[config.mk]
export PLATFORM = sky130hd
export DESIGN_NAME = imm_gen_pipe_flat
export DESIGN_NICKNAME = d
export VERILOG_FILES = /design/src/rtl/imm_gen_pkg.sv /design/src/rtl/imm_gen_pipe_if.sv /design/src/rtl/imm_gen_dec.sv /design/src/rtl/imm_gen_pipe.sv /design/src/flat_wrapper.sv
export SDC_FILE = /design/constraint.sdc
export NUM_CORES = 1
export LEC_CHECK = 0
export CORE_ASPECT_RATIO = 1.75
export CORE_MARGIN = 4
export CORE_UTILIZATION = 35
export CTS_BUF_LIST = sky130_fd_sc_hd__clkbuf_2 sky130_fd_sc_hd__clkbuf_4 sky130_fd_sc_hd__clkbuf_8
export DETAILED_ROUTE_END_ITERATION = 10
export HOLD_SLACK_MARGIN = 0.05
export SLEW_MARGIN = 20
export SYNTH_ARGS = -nofsm -noshare
export SYNTH_HDL_FRONTEND = slang
export SYNTH_SLANG_ARGS = --single-unit
[constraint.sdc]
create_clock -name clk -period 2.2 [get_ports clk]
set_input_delay 0.33 -clock clk [delete_from_list [all_inputs] [get_ports clk]]
set_output_delay 0.33 -clock clk [all_outputs]
set_load 0.005 [all_outputs]
[src/rtl/imm_gen_pkg.sv]
// Shared types and opcode constants for the pipelined RISC-V immediate generator.
package imm_gen_pkg;

    localparam int unsigned INST_W = 32;
    localparam int unsigned OPC_W  = 7;

    typedef enum logic [2:0] {
        FMT_NONE = 3'd0,
        FMT_I    = 3'd1,
        FMT_S    = 3'd2,
        FMT_B    = 3'd3,
        FMT_J    = 3'd4,
        FMT_U    = 3'd5,
        FMT_Z    = 3'd6,
        FMT_C    = 3'd7
    } imm_fmt_e;

    typedef enum logic [1:0] {
        ST_EMPTY = 2'd0,
        ST_ONE   = 2'd1,
        ST_FULL  = 2'd2
    } skid_state_e;

    localparam logic [OPC_W-1:0] OPC_LOAD   = 7'b0000011;
    localparam logic [OPC_W-1:0] OPC_OPIMM  = 7'b0010011;
    localparam logic [OPC_W-1:0] OPC_JALR   = 7'b1100111;
    localparam logic [OPC_W-1:0] OPC_STORE  = 7'b0100011;
    localparam logic [OPC_W-1:0] OPC_BRANCH = 7'b1100011;
    localparam logic [OPC_W-1:0] OPC_JAL    = 7'b1101111;
    localparam logic [OPC_W-1:0] OPC_LUI    = 7'b0110111;
    localparam logic [OPC_W-1:0] OPC_AUIPC  = 7'b0010111;
    localparam logic [OPC_W-1:0] OPC_SYSTEM = 7'b1110011;

endpackage

[src/rtl/imm_gen_pipe_if.sv]
// Valid/ready instruction-in, decoded-immediate-out bus for imm_gen_pipe.
interface imm_gen_pipe_if #(
    parameter int unsigned XLEN = 32
);
    import imm_gen_pkg::*;

    logic                in_valid;
    logic                in_ready;
    logic [INST_W-1:0]   in_inst;
    logic                out_valid;
    logic                out_ready;
    logic [XLEN-1:0]     out_imm;
    imm_fmt_e            out_fmt;
    logic                out_illegal;

    modport master (
        output in_valid, in_inst, out_ready,
        input  in_ready, out_valid, out_imm, out_fmt, out_illegal
    );

    modport slave (
        input  in_valid, in_inst, out_ready,
        output in_ready, out_valid, out_imm, out_fmt, out_illegal
    );

endinterface

[src/rtl/imm_gen_dec.sv]
// Combinational immediate decoder. Compressed (RVC) decode is compiled in only
// when IMM_GEN_RVC_EN is defined; otherwise every 16-bit encoding is illegal.
module imm_gen_dec
    import imm_gen_pkg::*;
#(
    parameter int unsigned XLEN = 32
) (
    input  logic [INST_W-1:0] inst,
    output logic [XLEN-1:0]   imm,
    output imm_fmt_e          fmt,
    output logic              illegal
);

    always_comb begin
        imm     = '0;
        fmt     = FMT_NONE;
        illegal = 1'b1;
        if (inst[1:0] == 2'b11) begin
            case (inst[6:0])
                OPC_LOAD, OPC_OPIMM, OPC_JALR: begin
                    fmt     = FMT_I;
                    imm     = XLEN'($signed(inst[31:20]));
                    illegal = 1'b0;
                end
                OPC_STORE: begin
                    fmt     = FMT_S;
                    imm     = XLEN'($signed({inst[31:25], inst[11:7]}));
                    illegal = 1'b0;
                end
                OPC_BRANCH: begin
                    fmt     = FMT_B;
                    imm     = XLEN'($signed({inst[31], inst[7], inst[30:25], inst[11:8], 1'b0}));
                    illegal = 1'b0;
                end
                OPC_JAL: begin
                    fmt     = FMT_J;
                    imm     = XLEN'($signed({inst[31], inst[19:12], inst[20], inst[30:21], 1'b0}));
                    illegal = 1'b0;
                end
                OPC_LUI, OPC_AUIPC: begin
                    fmt     = FMT_U;
                    imm     = XLEN'($signed({inst[31:12], 12'b0}));
                    illegal = 1'b0;
                end
                OPC_SYSTEM: begin
                    // Only the CSR*I forms carry an immediate (uimm in rs1 field)
                    illegal = 1'b0;
                    if (inst[14]) begin
                        fmt = FMT_Z;
                        imm = XLEN'(inst[19:15]);
                    end
                end
                default: ;
            endcase
        end else begin
`ifdef IMM_GEN_RVC_EN
            if (inst[1:0] == 2'b01) begin
                case (inst[15:13])
                    3'b000, 3'b010: begin
                        fmt     = FMT_C;
                        imm     = XLEN'($signed({inst[12], inst[6:2]}));
                        illegal = 1'b0;
                    end
                    3'b101: begin
                        fmt     = FMT_C;
                        imm     = XLEN'($signed({inst[12], inst[8], inst[10:9], inst[6], inst[7],
                                                 inst[2], inst[11], inst[5:3], 1'b0}));
                        illegal = 1'b0;
                    end
                    3'b110, 3'b111: begin
                        fmt     = FMT_C;
                        imm     = XLEN'($signed({inst[12], inst[6:5], inst[2], inst[11:10],
                                                 inst[4:3], 1'b0}));
                        illegal = 1'b0;
                    end
                    default: ;
                endcase
            end
`else
            illegal = 1'b1;
`endif
        end
    end

endmodule

[src/rtl/imm_gen_pipe.sv]
// Immediate generator behind a 2-entry skid buffer: one-cycle latency, in_ready
// driven from a register so there is no combinational path from out_ready.
module imm_gen_pipe
    import imm_gen_pkg::*;
#(
    parameter int unsigned XLEN = 32
) (
    input  logic           clk,
    input  logic           rst_n,
    imm_gen_pipe_if.slave  bus
);

    logic [XLEN-1:0] dec_imm;
    imm_fmt_e        dec_fmt;
    logic            dec_illegal;

    imm_gen_dec #(.XLEN(XLEN)) u_dec (
        .inst    (bus.in_inst),
        .imm     (dec_imm),
        .fmt     (dec_fmt),
        .illegal (dec_illegal)
    );

    skid_state_e     state_q;
    logic            in_ready_q;
    logic            out_valid_q;
    logic [XLEN-1:0] head_imm_q;
    imm_fmt_e        head_fmt_q;
    logic            head_ill_q;
    logic [XLEN-1:0] skid_imm_q;
    imm_fmt_e        skid_fmt_q;
    logic            skid_ill_q;

    logic in_xfer;
    logic out_xfer;

    assign in_xfer  = bus.in_valid & in_ready_q;
    assign out_xfer = out_valid_q & bus.out_ready;

    // Head register drives the output; skid register catches the word that
    // arrives while the head is stalled.
    always_ff @(posedge clk or negedge rst_n) begin
        if (!rst_n) begin
            state_q     <= ST_EMPTY;
            in_ready_q  <= 1'b0;
            out_valid_q <= 1'b0;
            head_imm_q  <= '0;
            head_fmt_q  <= FMT_NONE;
            head_ill_q  <= 1'b0;
            skid_imm_q  <= '0;
            skid_fmt_q  <= FMT_NONE;
            skid_ill_q  <= 1'b0;
        end else begin
            case (state_q)
                ST_EMPTY: begin
                    in_ready_q <= 1'b1;
                    if (in_xfer) begin
                        head_imm_q  <= dec_imm;
                        head_fmt_q  <= dec_fmt;
                        head_ill_q  <= dec_illegal;
                        out_valid_q <= 1'b1;
                        state_q     <= ST_ONE;
                    end
                end
                ST_ONE: begin
                    in_ready_q <= 1'b1;
                    if (in_xfer && !out_xfer) begin
                        skid_imm_q <= dec_imm;
                        skid_fmt_q <= dec_fmt;
                        skid_ill_q <= dec_illegal;
                        in_ready_q <= 1'b0;
                        state_q    <= ST_FULL;
                    end else if (in_xfer && out_xfer) begin
                        head_imm_q <= dec_imm;
                        head_fmt_q <= dec_fmt;
                        head_ill_q <= dec_illegal;
                    end else if (out_xfer) begin
                        out_valid_q <= 1'b0;
                        state_q     <= ST_EMPTY;
                    end
                end
                ST_FULL: begin
                    in_ready_q <= 1'b0;
                    if (out_xfer) begin
                        head_imm_q <= skid_imm_q;
                        head_fmt_q <= skid_fmt_q;
                        head_ill_q <= skid_ill_q;
                        in_ready_q <= 1'b1;
                        state_q    <= ST_ONE;
                    end
                end
                default: begin
                    in_ready_q  <= 1'b1;
                    out_valid_q <= 1'b0;
                    state_q     <= ST_EMPTY;
                end
            endcase
        end
    end

    assign bus.in_ready    = in_ready_q;
    assign bus.out_valid   = out_valid_q;
    assign bus.out_imm     = head_imm_q;
    assign bus.out_fmt     = head_fmt_q;
    assign bus.out_illegal = head_ill_q;

endmodule

[src/flat_wrapper.sv]
// flat-port wrapper written by rule: the top's interface ports become plain ports
module imm_gen_pipe_flat import imm_gen_pkg::*;
#(
    parameter int unsigned XLEN = 32
)
  (clk, rst_n, bus_in_valid, bus_in_inst, bus_out_ready, bus_in_ready, bus_out_valid, bus_out_imm, bus_out_fmt, bus_out_illegal);
  imm_gen_pipe_if #(.XLEN(XLEN)) bus_i ();
  input  logic clk;
  input  logic rst_n;
  input wire logic [$bits(bus_i.in_valid)-1:0] bus_in_valid;
  input wire logic [$bits(bus_i.in_inst)-1:0] bus_in_inst;
  input wire logic [$bits(bus_i.out_ready)-1:0] bus_out_ready;
  output wire logic [$bits(bus_i.in_ready)-1:0] bus_in_ready;
  output wire logic [$bits(bus_i.out_valid)-1:0] bus_out_valid;
  output wire logic [$bits(bus_i.out_imm)-1:0] bus_out_imm;
  output wire logic [$bits(bus_i.out_fmt)-1:0] bus_out_fmt;
  output wire logic [$bits(bus_i.out_illegal)-1:0] bus_out_illegal;
  assign bus_i.in_valid = bus_in_valid;
  assign bus_i.in_inst = bus_in_inst;
  assign bus_i.out_ready = bus_out_ready;
  assign bus_in_ready = bus_i.in_ready;
  assign bus_out_valid = bus_i.out_valid;
  assign bus_out_imm = bus_i.out_imm;
  assign bus_out_fmt = bus_i.out_fmt;
  assign bus_out_illegal = bus_i.out_illegal;
  imm_gen_pipe #(.XLEN(XLEN)) u_core (.clk(clk), .rst_n(rst_n), .bus(bus_i));
endmodule
## After elaboration in Yosys (flattened, before gate mapping)

Cells that the tools add are included.

| cells by class | value |
|---|---|
| bitwise operators | 3 |
| eq/ne operators | 20 |
| reduce and logical (&&, ||, !) cells | 12 |
| multiplexer cells | 37 |

Operators by type and width:

| operator | count |
|---|---|
| 32-bit one-hot mux with 6 select lines | 1 |
| 32-bit 2-to-1 mux | 5 |
| 32-bit one-hot mux with 3 select lines | 1 |
| 7-bit equality test (second input constant) | 4 |
| 3-bit 2-to-1 mux | 6 |
| 3-bit one-hot mux with 6 select lines | 1 |
| 7-bit by 5-bit equality test with 1-bit output (second input constant) | 2 |
| 7-bit by 6-bit equality test with 1-bit output (second input constant) | 2 |
| 1-bit 2-to-1 mux | 12 |
| 2-bit 2-to-1 mux | 5 |
| 5-bit AND reduction | 2 |
| 3-bit one-hot mux with 3 select lines | 1 |
| 9-bit OR reduction | 1 |
| 2-bit by 1-bit != test with 1-bit output (second input constant) | 4 |
| 7-bit by 2-bit equality test with 1-bit output (second input constant) | 1 |
| 1-bit one-hot mux with 3 select lines | 2 |
| 2-bit one-hot mux with 3 select lines | 1 |
| 5-bit 2-to-1 mux | 1 |
| 2-bit equality test (second input constant) | 2 |
| 2-bit != test (second input constant) | 2 |
| 4-bit AND reduction | 1 |
| 3-bit by 1-bit != test with 1-bit output (second input constant) | 1 |
| 3-bit by 2-bit != test with 1-bit output (second input constant) | 1 |
| 3-bit nonzero test | 1 |
| other kinds (10) | 12 |

| storage, ports and cells | value |
|---|---|
| flip-flop bits (word level) | 76 |
| bits of input ports | 36 |

## Logic depth before layout (Yosys ltp)

Gate-level depths: netlist of the first run.

| depth | value |
|---|---|
| depth in word-level cells | 7 |
| gate-level depth with buffers | 9 |
| mapped depth without buffers | 6 |

## Hierarchy

A second synthesis of the first run with hierarchy kept.

| unflattened totals | value |
|---|---|
| cell total of the unflattened synthesis | 359 |
| area, all modules | 3921.3 um2 |

Modules (own cells, without submodules):

| module | cells an instance | times used | area each (um2) | seq. area each (um2) |
|---|---|---|---|---|
| imm_gen_pipe | 265 | 1 | 3280.6 | 1901.8 |
| imm_gen_dec | 94 | 1 | 640.6 | 0.0 |

## Worst setup path before layout of the first run

OpenSTA, ideal clock, no wires.

| timing | value |
|---|---|
| path kind | register to register |
| from | reg u_core.state_q[0] |
| to | reg u_core.head_imm_q[31] (netlist: u_core.bus.out_imm[31]) |
| data required time | 2.064 ns |
| path slack | 0.249 ns |
| cell stages (with the launch flop) | 10 |
| clock period less this slack | 1.951 ns |
| path buffers | 3 |
| data arrival time | 1.815 ns |
| cell sequence | dfrtp_1 > inv_1 > ha_1 > buf_2 > a21boi_0 > a2111o_1 > buf_2 > clkbuf_1 > a21oi_1 > a21oi_1 |

| between the ends | value |
|---|---|
| longest elaborated chain between the ends | 3 |
| elaborated cells between the ends (all ways) | 10 |

RTL lines:

| element | RTL line | source |
|---|---|---|
| from (decl) | imm_gen_pipe.sv:24 | `skid_state_e state_q;` |
| from (signal assigned) | imm_gen_pipe.sv:44 | `state_q <= ST_EMPTY;` |
| from (signal assigned) | imm_gen_pipe.sv:62 | `state_q <= ST_ONE;` |
| from (signal assigned) | imm_gen_pipe.sv:72 | `state_q <= ST_FULL;` |
| 2-bit equality test, or another cell as far along | imm_gen_pipe.sv:54 | `case (state_q)` |
| 2-bit by 1-bit != test with 1-bit output (no line), or another cell as far along | - |  |
| 5-bit AND reduction (no line) | - |  |
| to (signal assigned) | imm_gen_pipe.sv:58 | `head_imm_q <= dec_imm;` |
| to (signal assigned) | imm_gen_pipe.sv:74 | `head_imm_q <= dec_imm;` |
| to (signal assigned) | imm_gen_pipe.sv:85 | `head_imm_q <= skid_imm_q;` |
| to (decl) | imm_gen_pipe.sv:27 | `logic [XLEN-1:0] head_imm_q;` |

Parallel ways exist; a longest one is shown, timed or not.
A chain may end at the register's enable or synchronous reset.

## Worst setup path in the final report of the first run

| timing | value |
|---|---|
| from | reg u_core.state_q[0] |
| to | reg u_core.head_imm_q[5] (netlist: u_core.bus.out_imm[5]) |

The elaborated chain is that of the path after synthesis.

==> flow_summary.yaml, run 1 <==
run_status:
  run_status: "completed"
setup_path:
  worst-path-buf-inv: 3
  path_common_cell: "a21oi_1"
  worst_r2r_endpoint: "u_core.bus.out_imm[5]"
  worst-r2r-cell-count: 8
  worst_ep_arrival_time_ns: 2.28
  worst-path-stages: 8
  cp-startpoint: "u_core.state_q[0]"
  critical_path.cell_chain: "inv_1 -> ha_1 -> a21boi_0 -> buf_4 -> a2111o_1 -> buf_12 -> a21oi_1 -> a21oi_1"
  critPathKind: "reg2reg"
  critPathMaxFanout: 34
  worstReg2RegStart: "u_core.state_q[0]"
  critPathTopFamily: "compound AO/OA/AOI/OAI gates"
  worst-endpoint-required_ns: 2.45
  worstSetupStartpointType: "register"
  critical_path_s_largest_stage_delay_ns: 0.42
  end_kind: "register"
  crit_path_top_delay_cell: "dfrtp_1"
  r2r_setup_slack_ns: 0.17
logic_synthesis:
  ys.flop_type: "dfrtp_1"
  synth.avg_cell_area_um2: 8.81
  synth_edf_count: 0
  syn_nets: 501
  synth_area_um2: 4060
  synthesis.instances: 461
  post_synth_num_cell_types: 58
  synth.ff_latch_count: 76
  synth-async-reset-ratio_pct: 100
  yosysWarningCount: 0
  seq_area_frac_synth_pct: 46.8
route:
  postRouteWirelength_um: 12300
  detail-route-antenna-nets: 0
  vias_cell: 5.56
  detail_route.wl_per_cell_um: 18.1
  detail_route.first_pass.iterations: 5
  detailroute.via_count: 3785
  drc: 0
  drt-initial-drc-count: 223
global_routing:
  track_usage_pct: 19.1
  grt_first_pass_wirelength_um: 19800
  antenna_found_initial: 0
  grt_start_max_net_pins: 40
  grt-ovfl-total: 0
  first_global_vias: 3929
clocking:
  cts_tree: "built"
  clock_tree.root_cell: "clkbuf_8"
  clk_pin_slew_worst_paths_ns: 0.08
  cts_sinks: 76
  num_cts_buffers: 9
  clock_tree.buffer_depth: 2
  worstSkewPairLatency_ns: 0.36
  cts.htree.levels: 3
hold_path:
  worstHoldPathType: "in2async"
layout:
  nets: 585
  final_layout_size_suffix_gt1_share_pct: 14.2
  relative_area_change_from_synthesis_to_final_layout_pct: 31.2
  antenna_cells_inserted: 0
sta:
  rsz0062_at_grt: "no"
  setup_violations: 0
  skew_ns: 0.00526
  finalHoldWorstSlack_ns: 0.448
  max_freq_mhz: 493
  tightest_slew_ns: 0.535
  finalCritPeriodShare_pct: 92.1
  drv_slew: 0
  final_period_minus_worst_setup_slack_ns: 2.03
  hold_violations: 0
  relSlewSlack_pct: 64.0
floorplanning:
  chipHeight_um: 150
  die_area_um2: 13500
  fp.coreArea_um2: 11200
  io_pins: 74
  num_rows: 51
  dieWidth_um: 89.4
  initial_core_util_pct: 36.2
job:
  max-cap-violations: 0
power:
  finalPower_mw: 6.82
  irDropWorstVdd_mv: 0.932
  power_per_cell_area_nw_per_um2: 1280
  power_leakage_nw: 2.13
placed_design:
  detailed_place_hpwl_um: 8820
  routabilityCongestion: 0.853
  port_buffers: 73
-- power breakdown --
part	switching, mW	internal [mW]
clock	0.523	0.461
combinational	1.87	1.66
sequential	0.326	1.99
total	2.72	4.10
-- metrics by stage --
stage	setup TNS, ns	cell area (um2)	worst slack, ns	util (%)	instances
final	0	5330	0.173	47.4	681
after global routing	0	5330	0.0288	47.4	681
after CTS	0	5300	0.118	47.2	679
after detailed placement	-0.0553	5110	-0.0273	45.5	663
after global placement	-0.0491	5110	-0.0491	45.5	663
after floorplan	0	4060	0.249	-	461
-- synth_stat cells (2+ instances only) --
library cell	n	area, um2
inv_1	11	41.3
a2111o_1	2	22.5
a21o_1	2	15.0
and3_1	12	75.1
o21ai_1	5	25.0
clkbuf_1	22	82.6
nand4b_1	2	17.5
buf_6	2	22.5
a31oi_1	15	93.8
ha_1	4	50.1
nand4_1	2	12.5
a2111oi_0	8	70.1
clkbuf_2	2	10.0
buf_2	10	50.1
o21a_1	4	30.0
a21oi_1	30	150
a21boi_0	2	15.0
dfrtp_1	76	1900
a2111oi_2	2	30.0
o311ai_0	3	26.3
buf_4	2	15.0
nand2b_1	2	12.5
o211ai_1	8	60.1
o22ai_1	6	37.5
o21ai_0	52	260
nor2_1	39	146
or3b_2	2	17.5
nand3b_1	2	15.0
a221oi_1	8	70.1
nand2_1	63	236
nor2b_1	3	18.8
a211oi_1	3	22.5
o31ai_1	3	22.5
o21ai_2	10	87.6
nand3_1	19	95.1
-- cells by family (layout without fill, tap and decap cells) --
logic type                 count (synthesis)  after routing  synth area share (%)
and+or+nand+nor                          159            159                  18.5
DFF                                       76             76                  46.8
AOI/OAI and AO/OA                        171            171                  27.6
buffers and inverters                     50            138                  5.55
adders and majority gates                  4              4                  1.23
muxes                                      1              1                 0.277
-- final cells by class --
class | instances | area [um2]
fillers | 1091 | 5900
inverters | 11 | 41.3
clock buffers | 11 | 151
multi-input cells | 335 | 1950
flip-flops and latches | 76 | 1900
well taps | 132 | 165
repair buffers | 112 | 1100
clock inverters | 4 | 25.0
-- layout by cell type, fill, tap and decap left out, types with 3 or more instances in the layout --
cell             netlist  layout
nand2_1               63      63
nor2_1                39      39
o31ai_1                3       3
and3_1                12      12
a2111oi_0              8       8
o21ai_0               52      52
nand3_1               19      19
o21ai_2               10      10
o211ai_1               8       8
nor2b_1                3       3
dfrtp_1               76      76
a211oi_1               3       3
o21ai_1                5       5
inv_1                 11      11
ha_1                   4       4
clkdlybuf4s50_1        0      72
buf_12                 0       4
clkbuf_8               0      11
buf_4                  2      33
a21oi_1               30      30
o21a_1                 4       4
o311ai_0               3       3
o22ai_1                6       6
a221oi_1               8       8
a31oi_1               15      15
-- timing repair --
item / 4_1_cts / 5_1_grt
setup endpoints to repair: 0 / 5
setup buffers: 0 / 1
hold endpoints to repair: 33 / 0
resized for setup: 0 / 2
hold buffers: 1 / 0
-- state kept, by name (all words and copies together), names as in the netlist --
signal                  flops
u_core.skid_imm_q          32
u_core.bus.out_imm         32
u_core.bus.out_valid        1
u_core.bus.in_ready         1
u_core.state_q              2
u_core.skid_fmt_q           3
u_core.skid_ill_q           1
u_core.bus.out_illegal      1
u_core.bus.out_fmt          3
-- how the worst max path moves through the flow --
stage                                  end  slack (ns)
floorplan           u_core.bus.out_imm[31]        0.25
global route        u_core.bus.out_imm[16]        0.03
finish               u_core.bus.out_imm[5]        0.17
global placement    u_core.bus.out_imm[20]       -0.05
CTS                  u_core.bus.out_fmt[0]        0.12
detailed placement  u_core.bus.out_imm[14]       -0.03
-- routing by layer --
metal	up-vias	part of all wire (%)	track usage (%)
li1	1839	-	-
met1	1823	39	21.9
met2	94	55	33.8
met3	29	3.3	3.50
met4	0	2.8	8.42
met5	-	0	0
No activity file was read; power rests on OpenSTA's default activity.
==> inputs of run 2 (changes only) <==
Settings changed: CORE_UTILIZATION 35 to 54, PLACE_DENSITY from default to 0.78.
==> run 2 against run 1 <==
Hold slack gained 0.035 ns. Sequential share of layout area grew 0.076 points. Flip-flop and latch count is the same. Routed wire length shrank 2.3%. Critical endpoint is now u_core.bus.out_imm[13]. Critical path depth is the same. Clock power grew 9.8%.
==> flow_summary.yaml, run 2 (synthesis results as in run 1) <==
placed_design:
  port_buffers: 73
  routabilityCongestion: 0.861
  placedCellCount: 623
  preCtsSetupSlack_ns: -0.227
  detailed_place_hpwl_um: 8490
power:
  finalPower_mw: 6.86
  irDropWorstVdd_mv: 0.750
  power_leakage_nw: 2.16
  power_per_cell_area_nw_per_um2: 1290
floorplanning:
  io_pins: 74
  chipHeight_um: 123
  num_rows: 41
  fp.coreArea_um2: 7280
  die_area_um2: 9020
  initial_core_util_pct: 55.7
  dieWidth_um: 73.5
layout:
  antenna_cells_inserted: 0
  relative_area_change_from_synthesis_to_final_layout_pct: 31.0
  top_library_cells_by_usage_in_the_layout_fill_and_taps_aside: "76 x dfrtp_1, 72 x clkdlybuf4s50_1, 63 x nand2_1, 51 x o21ai_0, 43 x buf_4"
  layoutNonFillerInstCount: 643
  layout_commonest_cell: "dfrtp_1"
  postLayoutCoreUtil_pct: 73.0
  final_layout_size_suffix_gt1_share_pct: 15.4
  nets: 592
  fillCellCount: 589
hold_path:
  worstHoldPathType: "reg2reg"
sta:
  rsz0062_at_grt: "no"
  tightest_slew_ns: 0.620
  skew_ns: 0.0102
  max_freq_mhz: 496
  timing.final.ws_setup_ns: 0.182
  hold_violations: 0
  relSlewSlack_pct: 58.7
  drv_slew: 0
  final_period_minus_worst_setup_slack_ns: 2.02
  setup_violations: 0
  finalCritPeriodShare_pct: 91.7
route:
  vias_cell: 6.16
  detail-route-antenna-nets: 0
  detail_route.wl_per_cell_um: 18.8
  postRouteWirelength_um: 12100
  detailroute.via_count: 3960
  detail_route.first_pass.iterations: 5
  drt-initial-drc-count: 432
  drc: 0
clocking:
  worstSkewPairLatency_ns: 0.36
  cts_tree: "built"
  clock_tree.root_cell: "clkbuf_8"
  clk_pin_slew_worst_paths_ns: 0.09
  clock_tree.buffer_depth: 2
  cts.htree.levels: 3
  cts_sinks: 76
  num_cts_buffers: 9
setup_path:
  worstSetupStartpointType: "register"
  critPathMaxFanout: 17
  worst-endpoint-required_ns: 2.48
  critPathKind: "reg2reg"
  end_kind: "register"
  worst_ep_arrival_time_ns: 2.30
job:
  max-cap-violations: 0
global_routing:
  track_usage_pct: 27.4
  grt-ovfl-total: 0
  first_global_vias: 3902
  antenna_found_initial: 0
  grt_start_max_net_pins: 44
  grt_first_pass_wirelength_um: 18900
run_status:
  run_status: "completed"
==> run 2: metrics by stage <==
stage	cell area (um2)	TNS, ns	hold slack, ns
after floorplan	4060	0	0.0344
after global placement	5080	-2.36	0.363
after detailed placement	5080	-3.72	0.363
after CTS	5280	0	0.485
after global routing	5320	0	0.512
final	5320	0	0.483
==> run 2: area by class of cell <==
| class | count | area (um2) | share of cell area (%) |
|---|---|---|---|
| Clock buffer | 10 | 131 | 2.47 |
| Clock inverter | 6 | 63.8 | 1.20 |
| Inverter | 11 | 41.3 | 0.776 |
| Multi-Input combinational cell | 335 | 1960 | 36.8 |
| Sequential cell | 76 | 1900 | 35.8 |
| Tap cell | 86 | 108 | 2.02 |
| Timing Repair Buffer | 119 | 1110 | 20.9 |
==> run 2: worst paths after layout <==
kind / from / end / slack, ns / depth (start not counted)
max in group asynchronous: rst_n / u_core.state_q[1] / 1.10 / 3
worst min register to register: u_core.skid_imm_q[6] / u_core.skid_imm_q[6] / 0.48 / 2
worst max register to register: u_core.state_q[1] / u_core.bus.out_imm[13] / 0.18 / 8
min in group asynchronous: rst_n / u_core.bus.out_imm[19] / 0.50 / 2
worst max-delay path: u_core.state_q[1] / u_core.bus.out_imm[13] / 0.18 / 8
worst min-delay path: u_core.skid_imm_q[6] / u_core.skid_imm_q[6] / 0.48 / 2
==> run 2: critical path, stage by stage (launching register included) <==
cell	delay, ns
dfrtp_1	0.41
inv_1	0.10
ha_1	0.22
a21boi_1	0.17
a2111oi_4	0.31
buf_4	0.21
buf_4	0.22
o21ai_0	0.12
o21ai_0	0.19
==> run 2: where the power goes <==
group          switching [mW]  internal [mW]  leakage (nW)
Combinational            1.85           1.60          1.09
Clock                   0.547          0.537        0.0961
Sequential              0.342           1.99         0.969
Total                    2.74           4.12          2.16
==> run 2: layer usage <==
metal,part of all wire [%],vias up,track usage [%],wire length (um)
met5,0,-,0,0
met1,38,1874,33.2,4540
li1,-,1844,-,-
met4,3.8,0,13.8,462
met2,52,198,46.1,6300
met3,6.4,44,4.51,771
==> run 2: repair_timing <==
| item | 4_1_cts | 5_1_grt |
|---|---|---|
| hold buffers | 1 | 0 |
| setup buffers | 0 | 3 |
| endpoints found under the setup margin | 0 | 23 |
| endpoints found under the hold margin | 41 | 0 |
| gates resized for setup | 0 | 3 |
==> inputs of run 3 (changes only) <==
Settings changed: SKIP_CTS_REPAIR_TIMING from default to 1.
==> run 3 against run 2 <==
Global-route usage is essentially flat. Via count rose by 0.35%. Sequential power about the same. Sequential share of layout area did not move. Flip-flop and latch count stayed put. Critical endpoint is now u_core.bus.out_fmt[2].
==> flow_summary.yaml, run 3 (synthesis results as in run 1) <==
layout:
  antenna_cells_inserted: 0
  top_library_cells_by_usage_in_the_layout_fill_and_taps_aside: "76 x dfrtp_1, 72 x clkdlybuf4s50_1, 63 x nand2_1, 51 x o21ai_0, 43 x buf_4"
  regArea_um2: 1900
  nets: 592
  final_layout_size_suffix_gt1_share_pct: 15.4
  postLayoutCoreUtil_pct: 73.0
  layout_commonest_cell: "dfrtp_1"
  multi_input_comb_area_um2: 1960
  fillCellCount: 589
  relative_area_change_from_synthesis_to_final_layout_pct: 31.0
  layoutNonFillerInstCount: 643
setup_path:
  worst_ep_arrival_time_ns: 2.26
  end_kind: "register"
  crit_path_top_delay_cell: "dfrtp_1"
  critPathTopFamily: "compound AO/OA/AOI/OAI gates"
  worst-path-buf-inv: 3
  worst-endpoint-required_ns: 2.47
  critPathMaxFanout: 17
  r2r_setup_slack_ns: 0.21
  worstSetupStartpointType: "register"
  critPathKind: "reg2reg"
  critical_path.cell_chain: "inv_1 -> ha_1 -> a21boi_1 -> a2111oi_4 -> buf_4 -> buf_4 -> o21ai_0 -> o21ai_0"
  critical_path_s_largest_stage_delay_ns: 0.40
clocking:
  cts_tree: "built"
  cts_sinks: 76
  num_cts_buffers: 9
  cts.htree.levels: 3
  worstSkewPairLatency_ns: 0.36
  clk_pin_slew_worst_paths_ns: 0.08
  clock_tree.root_cell: "clkbuf_8"
  clock_tree.buffer_depth: 2
floorplanning:
  fp.coreArea_um2: 7280
  initial_core_util_pct: 55.7
  chipHeight_um: 123
  dieWidth_um: 73.5
  die_area_um2: 9020
  num_rows: 41
  io_pins: 74
placed_design:
  placedCellCount: 623
  preCtsSetupSlack_ns: -0.227
  port_buffers: 73
  routabilityCongestion: 0.861
  detailed_place_hpwl_um: 8490
route:
  postRouteWirelength_um: 12000
  detail_route.wl_per_cell_um: 18.7
  detail_route.first_pass.iterations: 5
  detail-route-antenna-nets: 0
  drc: 0
  vias_cell: 6.18
  drt-initial-drc-count: 400
  detailroute.via_count: 3974
power:
  irDropWorstVdd_mv: 0.754
  power_leakage_nw: 2.16
  power_per_cell_area_nw_per_um2: 1290
  finalPower_mw: 6.84
sta:
  max_freq_mhz: 502
  relSlewSlack_pct: 58.2
  drv_slew: 0
  skew_ns: 0.00970
  tightest_slew_ns: 0.627
  fin_setup_tns_ns: 0
  setup_violations: 0
  hold_violations: 0
  timing.final.ws_setup_ns: 0.207
  final_period_minus_worst_setup_slack_ns: 1.99
  rsz0062_at_grt: "no"
  finalCritPeriodShare_pct: 90.6
global_routing:
  grt-ovfl-total: 0
  grt_first_pass_wirelength_um: 19000
  track_usage_pct: 27.5
  grt_start_max_net_pins: 44
  first_global_vias: 3894
  antenna_found_initial: 0
hold_path:
  worstHoldPathType: "reg2reg"
run_status:
  run_status: "completed"
job:
  max-cap-violations: 0
==> run 3: cell counts in the layout (fill, tap and decap cells not counted) <==
Identical to the previous run, type by type.
==> run 3: cell type report <==
class	count	area share [%]
multi-input cells	335	36.8
flip-flops and latches	76	35.8
repair buffers	119	20.9
clock buffers	10	2.47
well taps	86	2.02
clock inverters	6	1.20
inverters	11	0.776
==> run 3: worst min-delay path, stage by stage, from the launching register on <==
cell	delay (ns)
dfrtp_1	0.34
nand2_1	0.04
o21ai_0	0.06
==> run 3: report_power, final <==
| group | total, mW | internal (mW) | switching (mW) |
|---|---|---|---|
| registers | 2.33 | 1.99 | 0.339 |
| logic | 3.44 | 1.60 | 1.84 |
| clock network | 1.07 | 0.536 | 0.536 |
==> run 3: per-stage QoR <==
step | area [um2] | hold WS [ns]
floorplan | 4060 | 0.0344
CTS | 5270 | -0.0274
finish | 5320 | 0.483
detailed placement | 5080 | 0.363
global placement | 5080 | 0.363
global route | 5320 | 0.512
==> run 3: worst paths after layout <==
| kind | from | end | cells after the start |
|---|---|---|---|
| max reg2reg | u_core.state_q[0] | u_core.bus.out_fmt[2] | 8 |
| min reg2reg | u_core.skid_imm_q[6] | u_core.skid_imm_q[6] | 2 |
| max in group asynchronous | rst_n | u_core.state_q[1] | 3 |
| min | u_core.skid_imm_q[6] | u_core.skid_imm_q[6] | 2 |
| max | u_core.state_q[0] | u_core.bus.out_fmt[2] | 8 |
| min in group asynchronous | rst_n | u_core.bus.out_imm[19] | 2 |
==> run 3: per-layer routing <==
metal | part of all wire, % | wire, um | GRT usage (%) | vias to the layer above
met5 | 0 | 0 | 0 | -
met1 | 38 | 4560 | 33.5 | 1918
met3 | 5.4 | 650 | 4.51 | 39
li1 | - | - | - | 1842
met2 | 53 | 6390 | 45.9 | 175
met4 | 3.6 | 429 | 13.8 | 0
==> variant (config.mk and constraints of run 3) <==
`XLEN` is set to 32 in 4 places; all go to 28.
--- a/src/rtl/imm_gen_pipe_if.sv
+++ b/src/rtl/imm_gen_pipe_if.sv
@@ -2,3 +2,3 @@
 interface imm_gen_pipe_if #(
-    parameter int unsigned XLEN = 32
+    parameter int unsigned XLEN = 28
 );
--- a/src/rtl/imm_gen_dec.sv
+++ b/src/rtl/imm_gen_dec.sv
@@ -5,3 +5,3 @@
 #(
-    parameter int unsigned XLEN = 32
+    parameter int unsigned XLEN = 28
 ) (
--- a/src/rtl/imm_gen_pipe.sv
+++ b/src/rtl/imm_gen_pipe.sv
@@ -5,3 +5,3 @@
 #(
-    parameter int unsigned XLEN = 32
+    parameter int unsigned XLEN = 28
 ) (
--- a/src/flat_wrapper.sv
+++ b/src/flat_wrapper.sv
@@ -3,3 +3,3 @@
 #(
-    parameter int unsigned XLEN = 32
+    parameter int unsigned XLEN = 28
 )
Interface: changed (resized bus_out_imm); port bits go from 74 to 70. No check against the original RTL was run, so the function may have changed too.
==> variant against run 3 <==
Sequential share of layout area increased by 1.9 points. Maximum frequency up 5.3%. Routed wire length is 23% lower. Sequential cell count decreased by 8. Critical path depth is 2 lower. Final area shrank 15%. Power decreased by 15%. Area after synthesis down 15%. Global-route usage down 1.3 points. Combinational power decreased by 21%. Setup slack better by 0.10 ns. Largest power group unchanged.
==> variant: results <==
set metrics [dict create \
    status "finished clean" \
    ys_async_sr_fraction 1.000 \
    grt_use_total 0.2611 \
    cts-root-buf "clkbuf_8" \
    hold_class "in -> async" \
    grtUsageMet1 0.2933 \
    clk_latency_ns 0.36 \
    synth_nets 432 \
    io_buffers 69 \
    layout-drive-gt1-share 0.09514 \
    drt_iter0_drc 228 \
    reg2regPathDepth 7 \
    wl_mm 9.262 \
    crit_fanout 8 \
    hpwl_mm 6.575 \
    worst_slew_pin_slew_ns 0.4920 \
    cts.clk_slew.worst_paths_ns 0.08 \
    first_pass_iters 5 \
    gp_congestion 0.9581 \
    grt_pass1_wl_mm 15.13 \
    cts_inserted_buffers 9 \
    htreeDepth 3 \
    clockBufferDepth 2 \
    met3_usage 0.05714 \
    synth_top_flop_cell "dfrtp_1" \
    grt_max_degree 44 \
    synth.area.top_cells "dfrtp_1 50%, nand2_1 7.7%, a21oi_1 6.7%, o21ai_0 6.4%, nor2_1 5.0%" \
    fin_skew_ns 0.006094 \
    synth_seq_area_share 0.4954 \
    synth.distinct_cells 49 \
    pre_cts_slack_ns -0.02069 \
    diodes 0 \
    layout.nets 508 \
    p_leak_nw 1.913 \
    synth_common_cells "70 x nand2_1, 68 x dfrtp_1, 46 x a21oi_1, 46 x nor2_1, 44 x o21ai_0" \
    yosysWarnings 0 \
    vias 3220 \
    antenna_found_initial 0 \
    cp.arrival_ns 2.18 \
    met2_usage 0.4523 \
    grt_pass1_vias 3143 \
    ir_drop_mv 0.7643 \
]
## variant: final timing paths
| kind | startpoint | slack (ns) | endpoint |
|---|---|---|---|
| worst max register to register | u_core.state_q[0]$_DFFE_PN0P_ | 0.35 | u_core.bus.out_imm[0]$_DFFE_PN0P_ |
| worst min register to register | u_core.skid_ill_q$_DFFE_PN0P_ | 0.48 | u_core.skid_ill_q$_DFFE_PN0P_ |
| worst min-delay path | rst_n | 0.47 | u_core.state_q[0]$_DFFE_PN0P_ |
| min in group clk | u_core.skid_ill_q$_DFFE_PN0P_ | 0.48 | u_core.skid_ill_q$_DFFE_PN0P_ |
| max in group asynchronous | rst_n | 1.38 | u_core.skid_imm_q[0]$_DFFE_PN0P_ |
| worst max-delay path | bus_in_inst[4] | 0.31 | u_core.bus.out_imm[11]$_DFFE_PN0P_ |
## variant: per-stage QoR
step / utilization / hold WS, ns / instances / instance area [µm²] / TNS [ns]
floorplan: - / 0.03441 / 392 / 3435 / 0
global placement: 0.6945 / 0.3318 / 536 / 4293 / 0
detailed placement: 0.6945 / 0.3359 / 536 / 4293 / -0.04595
CTS: 0.7287 / -0.05101 / 552 / 4504 / 0
global route: 0.7304 / 0.5013 / 553 / 4514 / 0
finish: 0.7304 / 0.4732 / 553 / 4514 / 0
## variant: area by class of cell
type | instances | area [µm²]
Tap cell | 80 | 100.1
Multi-Input combinational cell | 291 | 1568
Clock inverter | 3 | 45.04
Clock buffer | 13 | 166.4
Sequential cell | 68 | 1702
Timing Repair Buffer | 92 | 910.9
Inverter | 6 | 22.52
Fill cell | 513 | 1667
## variant: power by group
part           internal, mW  switching, mW
clock                 0.611          0.489
sequential             1.72          0.250
combinational          1.25           1.46
## variant: cells by family after synthesis
kind of cell,synth area share
buf+inv,0.04808
compound gates,0.2459
simple gates,0.1873
mux,0.008744
flops,0.4954
fa+ha+maj,0.01457
## variant: metal layers
layer | part of all wire | routed length [µm]
met3 | 0.052 | 481
met1 | 0.38 | 3497
met5 | 0 | 0
met2 | 0.54 | 4992
met4 | 0.031 | 291
## variant: worst max-delay path, cell delays in order
cell	delay, ns
clkdlybuf4s50_1	0.60
nor3b_1	0.31
o21ai_0	0.19
a211oi_2	0.44
o21ai_0	0.16
a21oi_1	0.14
